===== src/rtl/add_accum_ctrl_if.sv =====
// Operand and result valid/ready streams plus burst start/length for add_accum_ctrl.
// The controller takes the slave modport and the stimulus/consumer side takes the master modport.
interface add_accum_ctrl_if #(
    parameter int unsigned DataWidth = 8,
    parameter int unsigned CountW    = 8
) ();
    logic                 start;
    logic [CountW-1:0]    len;
    logic [DataWidth-1:0] in_data;
    logic                 in_valid;
    logic                 in_ready;
    logic [DataWidth-1:0] result;
    logic                 result_valid;
    logic                 result_ready;

    modport master (
        output start, len, in_data, in_valid, result_ready,
        input  in_ready, result, result_valid
    );

    modport slave (
        input  start, len, in_data, in_valid, result_ready,
        output in_ready, result, result_valid
    );
endinterface


===== src/rtl/add_accum_ctrl.sv =====
// Burst accumulator wrapped around an external combinational adder; sums len stream words
// into one registered result and raises a sticky flag on unsigned wrap-around.
module add_accum_ctrl #(
    parameter int unsigned DataWidth = 8,
    parameter int unsigned CountW    = 8
) (
    input  logic                 clk_i,
    input  logic                 rst_i,
    add_accum_ctrl_if.slave      ctrl_io,
    output logic [DataWidth-1:0] add_a_o,
    output logic [DataWidth-1:0] add_b_o,
    input  logic [DataWidth-1:0] add_sum_i,
    output logic                 ovf_o,
    output logic                 busy_o
);

    typedef enum logic [1:0] {StIdle, StAccum, StDone} state_e;

    state_e               state_q, state_d;
    logic [DataWidth-1:0] acc_q, acc_d;
    logic [DataWidth-1:0] result_q, result_d;
    logic [CountW-1:0]    rem_q, rem_d;
    logic                 ovf_q, ovf_d;

    always_ff @(posedge clk_i) begin
        if (rst_i) begin
            state_q  <= StIdle;
            acc_q    <= '0;
            result_q <= '0;
            rem_q    <= '0;
            ovf_q    <= 1'b0;
        end else begin
            state_q  <= state_d;
            acc_q    <= acc_d;
            result_q <= result_d;
            rem_q    <= rem_d;
            ovf_q    <= ovf_d;
        end
    end

    always_comb begin
        state_d  = state_q;
        acc_d    = acc_q;
        result_d = result_q;
        rem_d    = rem_q;
        ovf_d    = ovf_q;

        unique case (state_q)
            StIdle: begin
                if (ctrl_io.start) begin
                    acc_d    = '0;
                    result_d = '0;
                    ovf_d    = 1'b0;
                    rem_d    = ctrl_io.len;
                    state_d  = (ctrl_io.len == '0) ? StDone : StAccum;
                end
            end
            StAccum: begin
                if (ctrl_io.in_valid) begin
                    acc_d    = add_sum_i;
                    result_d = add_sum_i;
                    // A modular sum smaller than the old accumulator means the carry was lost
                    ovf_d    = ovf_q | (add_sum_i < acc_q);
                    rem_d    = rem_q - CountW'(1);
                    if (rem_q == CountW'(1)) begin
                        state_d = StDone;
                    end
                end
            end
            StDone: begin
                if (ctrl_io.result_ready) begin
                    state_d = StIdle;
                end
            end
            default: state_d = StIdle;
        endcase
    end

    assign add_a_o              = acc_q;
    assign add_b_o              = ctrl_io.in_data;
    assign ctrl_io.in_ready     = (state_q == StAccum);
    assign ctrl_io.result_valid = (state_q == StDone);
    assign ctrl_io.result       = result_q;
    assign ovf_o                = ovf_q;
    assign busy_o               = (state_q != StIdle);

endmodule


===== src/flat_wrapper.sv =====
// flat-port wrapper written by rule: the top's interface ports become plain ports
module add_accum_ctrl_flat 
#(
    parameter int unsigned DataWidth = 8,
    parameter int unsigned CountW    = 8
)
  (clk_i, rst_i, add_a_o, add_b_o, add_sum_i, ovf_o, busy_o, ctrl_io_start, ctrl_io_len, ctrl_io_in_data, ctrl_io_in_valid, ctrl_io_result_ready, ctrl_io_in_ready, ctrl_io_result, ctrl_io_result_valid);
  add_accum_ctrl_if #(.DataWidth(DataWidth), .CountW(CountW)) ctrl_io_i ();
  input  logic clk_i;
  input  logic rst_i;
  output logic [DataWidth-1:0] add_a_o;
  output logic [DataWidth-1:0] add_b_o;
  input  logic [DataWidth-1:0] add_sum_i;
  output logic ovf_o;
  output logic busy_o;
  input wire logic [$bits(ctrl_io_i.start)-1:0] ctrl_io_start;
  input wire logic [$bits(ctrl_io_i.len)-1:0] ctrl_io_len;
  input wire logic [$bits(ctrl_io_i.in_data)-1:0] ctrl_io_in_data;
  input wire logic [$bits(ctrl_io_i.in_valid)-1:0] ctrl_io_in_valid;
  input wire logic [$bits(ctrl_io_i.result_ready)-1:0] ctrl_io_result_ready;
  output wire logic [$bits(ctrl_io_i.in_ready)-1:0] ctrl_io_in_ready;
  output wire logic [$bits(ctrl_io_i.result)-1:0] ctrl_io_result;
  output wire logic [$bits(ctrl_io_i.result_valid)-1:0] ctrl_io_result_valid;
  assign ctrl_io_i.start = ctrl_io_start;
  assign ctrl_io_i.len = ctrl_io_len;
  assign ctrl_io_i.in_data = ctrl_io_in_data;
  assign ctrl_io_i.in_valid = ctrl_io_in_valid;
  assign ctrl_io_i.result_ready = ctrl_io_result_ready;
  assign ctrl_io_in_ready = ctrl_io_i.in_ready;
  assign ctrl_io_result = ctrl_io_i.result;
  assign ctrl_io_result_valid = ctrl_io_i.result_valid;
  add_accum_ctrl #(.DataWidth(DataWidth), .CountW(CountW)) u_core (.clk_i(clk_i), .rst_i(rst_i), .ctrl_io(ctrl_io_i), .add_a_o(add_a_o), .add_b_o(add_b_o), .add_sum_i(add_sum_i), .ovf_o(ovf_o), .busy_o(busy_o));
endmodule

===== config.mk =====
export PLATFORM = sky130hd
export DESIGN_NAME = add_accum_ctrl_flat
export DESIGN_NICKNAME = d
export VERILOG_FILES = /design/src/rtl/add_accum_ctrl_if.sv /design/src/rtl/add_accum_ctrl.sv /design/src/flat_wrapper.sv
export SDC_FILE = /design/constraint.sdc
export NUM_CORES = 1
export LEC_CHECK = 0
export ABC_AREA = 1
export CAP_MARGIN = 20
export CORE_MARGIN = 2
export CORE_UTILIZATION = 39
export DETAILED_ROUTE_END_ITERATION = 8
export HOLD_SLACK_MARGIN = 0.05
export PLACE_DENSITY = 0.77
export RECOVER_POWER = 25
export SYNTH_ARGS = -nofsm -noshare
export SYNTH_HDL_FRONTEND = slang
export SYNTH_SLANG_ARGS = --single-unit
export TNS_END_PERCENT = 100

===== constraint.sdc =====
create_clock -name clk_i -period 1.3 [get_ports clk_i]
set_input_delay 0.39 -clock clk_i [delete_from_list [all_inputs] [get_ports clk_i]]
set_output_delay 0.39 -clock clk_i [all_outputs]
set_load 0.05 [all_outputs]

# After elaboration in Yosys (flattened, before gate mapping)
# Index checks and enable logic that the tools add are counted.
[classes]
magnitude_cmp = 1
reduce_logical = 6
mux = 15
bitwise_logic = 1
n_eq_ne = 7
n_addsub = 1
[op_table]
columns = ["op", "count"]
rows = [
  ["$mux 8", 4],
  ["$pmux 8 s2", 2],
  ["$mux 2", 5],
  ["$eq 8x1->1 const B", 1],
  ["$logic_not 8->1", 1],
  ["$lt 8x8->1", 1],
  ["$sub 8x1->8 const B", 1],
  ["$ne 2x2->1 const B", 3],
  ["$pmux 2 s3", 1],
  ["$reduce_and 4->1", 1],
  ["$reduce_bool 2->1", 2],
  ["$reduce_and 3->1", 1],
  ["$eq 2x1->1 const B", 1],
  ["$eq 2x2->1 const B", 1],
  ["$logic_not 2->1", 1],
  ["$mux 1", 2],
  ["$ne 2x1->1 const B", 1],
  ["$pmux 1 s2", 1],
  ["$or 1x1->1", 1],
]
[totals]
out_inout_bits = 28
regBits = 19

# Longest topological paths before layout
[depth]
ltp_word = 4
depth_mapped = 9
depth_no_buf = 9

# Worst setup path before layout
# OpenSTA, ideal clock, no wires.
[synth_timing]
path_kind = "reg-to-output"
startpoint = "register u_core.state_q[1]"
endpoint = "output port ctrl_io_result_valid"
arrival_ns = 1.173
path_slack_ns = -0.263
path_stages_with_launch = 3
cell_sequence = "dfxtp_1 > inv_1 > nor2_1"
[synth_via]
elab_chain_len = 1
[synth_rtl]
columns = ["item", "line", "rtl"]
rows = [
  ["start, declared", "add_accum_ctrl.sv:19", "state_e state_q, state_d;"],
  ["start signal, assigned", "add_accum_ctrl.sv:27", "state_q <= StIdle;"],
  ["start signal, assigned", "add_accum_ctrl.sv:33", "state_q <= state_d;"],
  ["$eq 2x2->1", "add_accum_ctrl.sv:82", "assign ctrl_io.result_valid = (state_q == StDone);"],
  ["end, declared", "flat_wrapper.sv:23", "output wire logic [$bits(ctrl_io_i.result_valid)-1:0] ctrl_io_result_valid;"],
]
# No other way between the ends.

# Final worst setup path
[layout_timing]
startpoint = "register u_core.state_q[1]"
endpoint = "output port ctrl_io_in_ready"
[layout_via]
elab_chain_len = 1
[layout_rtl]
columns = ["item", "line", "rtl"]
rows = [
  ["$eq 2x1->1", "add_accum_ctrl.sv:81", "assign ctrl_io.in_ready = (state_q == StAccum);"],
  ["end, declared", "flat_wrapper.sv:21", "output wire logic [$bits(ctrl_io_i.in_ready)-1:0] ctrl_io_in_ready;"],
]
# No other way between the ends.

==> out/results.ini <==
[worst_hold_path]
worstHoldPathType = flip-flop to flip-flop

[flow_run]
cap_violations = 0

[routing]
drtPass1Iterations = 4
drt_iter0_markers = 121
wl_mm = 3.672
drtAntennaViolNets = 0
vias = 1499
drc = 0
wl_per_cell_um = 12.20
vias_per_cell = 4.980

[logic_synthesis]
ys_top_cells_by_count = nand2_1 (46), inv_1 (31), a21oi_1 (19), dfxtp_1 (19), nand3_1 (17)
synth_top_area_share_pct = 27.59
seq_area_frac_synth_pct = 27.59
syn_inst = 210
synth_edf_count = 0
synth.most_common_cell = nand2_1
syn_area_per_cell_um2 = 6.566
async_reset_ff_share_pct = 0
synth_nets = 248
ys.warnings.count = 0
ys_ff_latch = 19
synth.distinct_cells = 21
synth_area_leader_cell = dfxtp_1
synth_area_leaders = dfxtp_1 (28%), nand2_1 (13%), buf_4 (8.7%)
syn_area_um2 = 1379
synthFlopType = dfxtp_1

[power_and_ir_drop]
seqPwrFrac_pct = 22.2
ir_worst_vdd_uv = 1553
p_sw_w = 0.002116
p_per_area_nw_per_um2 = 1945
power_frac_comb_pct = 70.4
p_int_w = 0.002230
p_leak_nw = 0.9515
clkPwrFrac_pct = 7.4
swShare_pct = 48.69

[timing]
finalHoldViolations = 0
tns_ps = -1598
report.final.slew_viol_count = 0
rsz0062_at_grt = true
fmax_mhz = 660.2
layout_setup_ws_ps = -214.8
finalCritPeriodShare_pct = 116.5
setup_viol = 14
tightestPinTransition_ps = 286.4
max_slew_margin_pct = 80.80
fin_skew_ps = 8.474
finalCriticalPeriod_ps = 1515

[clock_network]
cts.path.max_buffers = 2
cts_inserted_buffers = 3
cts_tree = built
cts.sinks = 19
cts_root_buffer = clkbuf_4
path_clk_slew_ps = 120
cts_hold_buffers = 0
clock_latency_ps = 310
htree_levels = 1

[grt]
grt_use_total_pct = 18.68
grt_pass1_wl_mm = 6.113
antenna_found_initial = 0
grt_pass1_vias = 1424
grt_start_max_net_pins = 21
grt-ovfl-total = 0

[floorplan]
fp-row-count = 21
core_area_um2 = 3363
die_h_um = 63.46
ios = 57
dieArea_um2 = 4027
start_util_pct = 41.00
chipWidth_um = 63.46

[setup_path]
crit_fanout = 3
cp_top_family = buffers and inverters
critical_path.most_common_cell = buf_6
start_kind = flip-flop
crit_path_end_kind = output pin
cp_slowest_cell = dfxtp_2
critPathMaxStageDelay_ps = 350
crit_chain = buf_6 > nor2_8 > buf_6 > buf_12
crit_arrival_ps = 1120
required_ps = 910
crit_type = flip-flop to output pin
crit_buf_inv = 3

[placement]
placed_area_um2 = 2083
numPortBuffers = 40
place_congestion = 0.8108
dp_hpwl_mm = 2.798
dp_cells = 298

[finish]
fin_util_pct = 66.44
diodes = 0
num-fill-cells = 285
area_delta_synth_final_pct = 62.07
stdcell_count = 301
final_area_um2 = 2235
nNetsFinal = 294
final_layout_size_suffix_gt1_share_pct = 32.16

[status]
run_status = finished, violations left
failed_checks = setup timing

==> path summary, 6_finish.rpt <==
check	from	to	slack, ps	cells past startpoint
hold / removal	u_core.rem_q[7]	u_core.rem_q[7]	490	2
hold reg to reg	u_core.rem_q[7]	u_core.rem_q[7]	490	2
setup / recovery	u_core.state_q[1]	ctrl_io_in_ready	-210	4
setup reg to reg	u_core.state_q[1]	u_core.rem_q[6]	-130	10
==> routing by layer <==
metal	share of wire, %	GRT usage, %	up-vias
li1	-	-	747
met1	40	21.49	672
met2	51	34.47	74
met3	8.0	3.750	6
met4	0.95	5.435	0
met5	0	0	-
==> cells in the final DEF, fill, tap and decap left out, drive strengths merged <==
| cell type | count |
|---|---|
| clkbuf | 3 |
| dlygate4sd2 | 1 |
| nand2 | 49 |
| inv | 32 |
| a21oi | 23 |
| ha | 9 |
| o21ai | 15 |
| nand3 | 17 |
| nand4 | 5 |
| clkdlybuf4s50 | 19 |
| o211ai | 1 |
| clkinv | 3 |
| dfxtp | 19 |
| nor3 | 3 |
| nor2 | 14 |
| buf | 42 |
==> layout make-up <==
type                    count  area [um2]  share of cell area [%]
flip-flops and latches     19       414.1                   18.53
well taps                  46       57.56                   2.576
clock inverters             1       5.005                  0.2240
repair buffers             62       787.0                   35.22
multi-input cells         136       793.3                   35.50
clock buffers               3       22.52                   1.008
inverters                  34       155.1                   6.943
==> flip-flops by register name, indices dropped and copies added (netlist names) <==
| register | cells |
|---|---|
| u_core.rem_q | 8 |
| u_core.ovf_o | 1 |
| u_core.state_q | 2 |
| u_core.add_a_o | 8 |
==> cell families (layout without fill, tap and decap cells) <==
family / count (synthesis) / after routing / synth area share, %
fa+ha+maj: 9 / 9 / 8.167
flops: 19 / 19 / 27.59
simple gates: 88 / 88 / 28.77
buf+inv: 55 / 100 / 20.05
compound gates: 39 / 39 / 15.43
==> worst min-delay path, delay by kind of cell, from the launching register on <==
kind / cells / cell delay (ps)
flops: 1 / 340
simple gates: 1 / 60
compound gates: 1 / 60
==> what timing repair did <==
item / CTS / global route
buffers inserted: 1 / 2
pin swaps: 3 / 2
resized for setup: 14 / 28
endpoints found under the setup margin: 20 / 31
==> power by group through the flow <==
stage                     Sequential, W  Clock [W]  Combinational (W)
after detailed placement       0.000928          0            0.00271
final                          0.000966   0.000321            0.00306
after global routing           0.000991   0.000350            0.00332
after global placement         0.000922          0            0.00266
after floorplan                 0.00104          0            0.00161
after CTS                      0.000957   0.000326            0.00280
==> stage by stage <==
stage	setup WS [ps]	hold WS (ps)	total power, W
after floorplan	-45.94	447.0	0.002648
after global placement	-354.3	468.4	0.003582
after detailed placement	-394.2	476.1	0.003641
after CTS	-216.8	492.5	0.004086
after global routing	-253.2	513.4	0.004663
final	-214.8	494.3	0.004347
(Power assumes the default switching activity.)
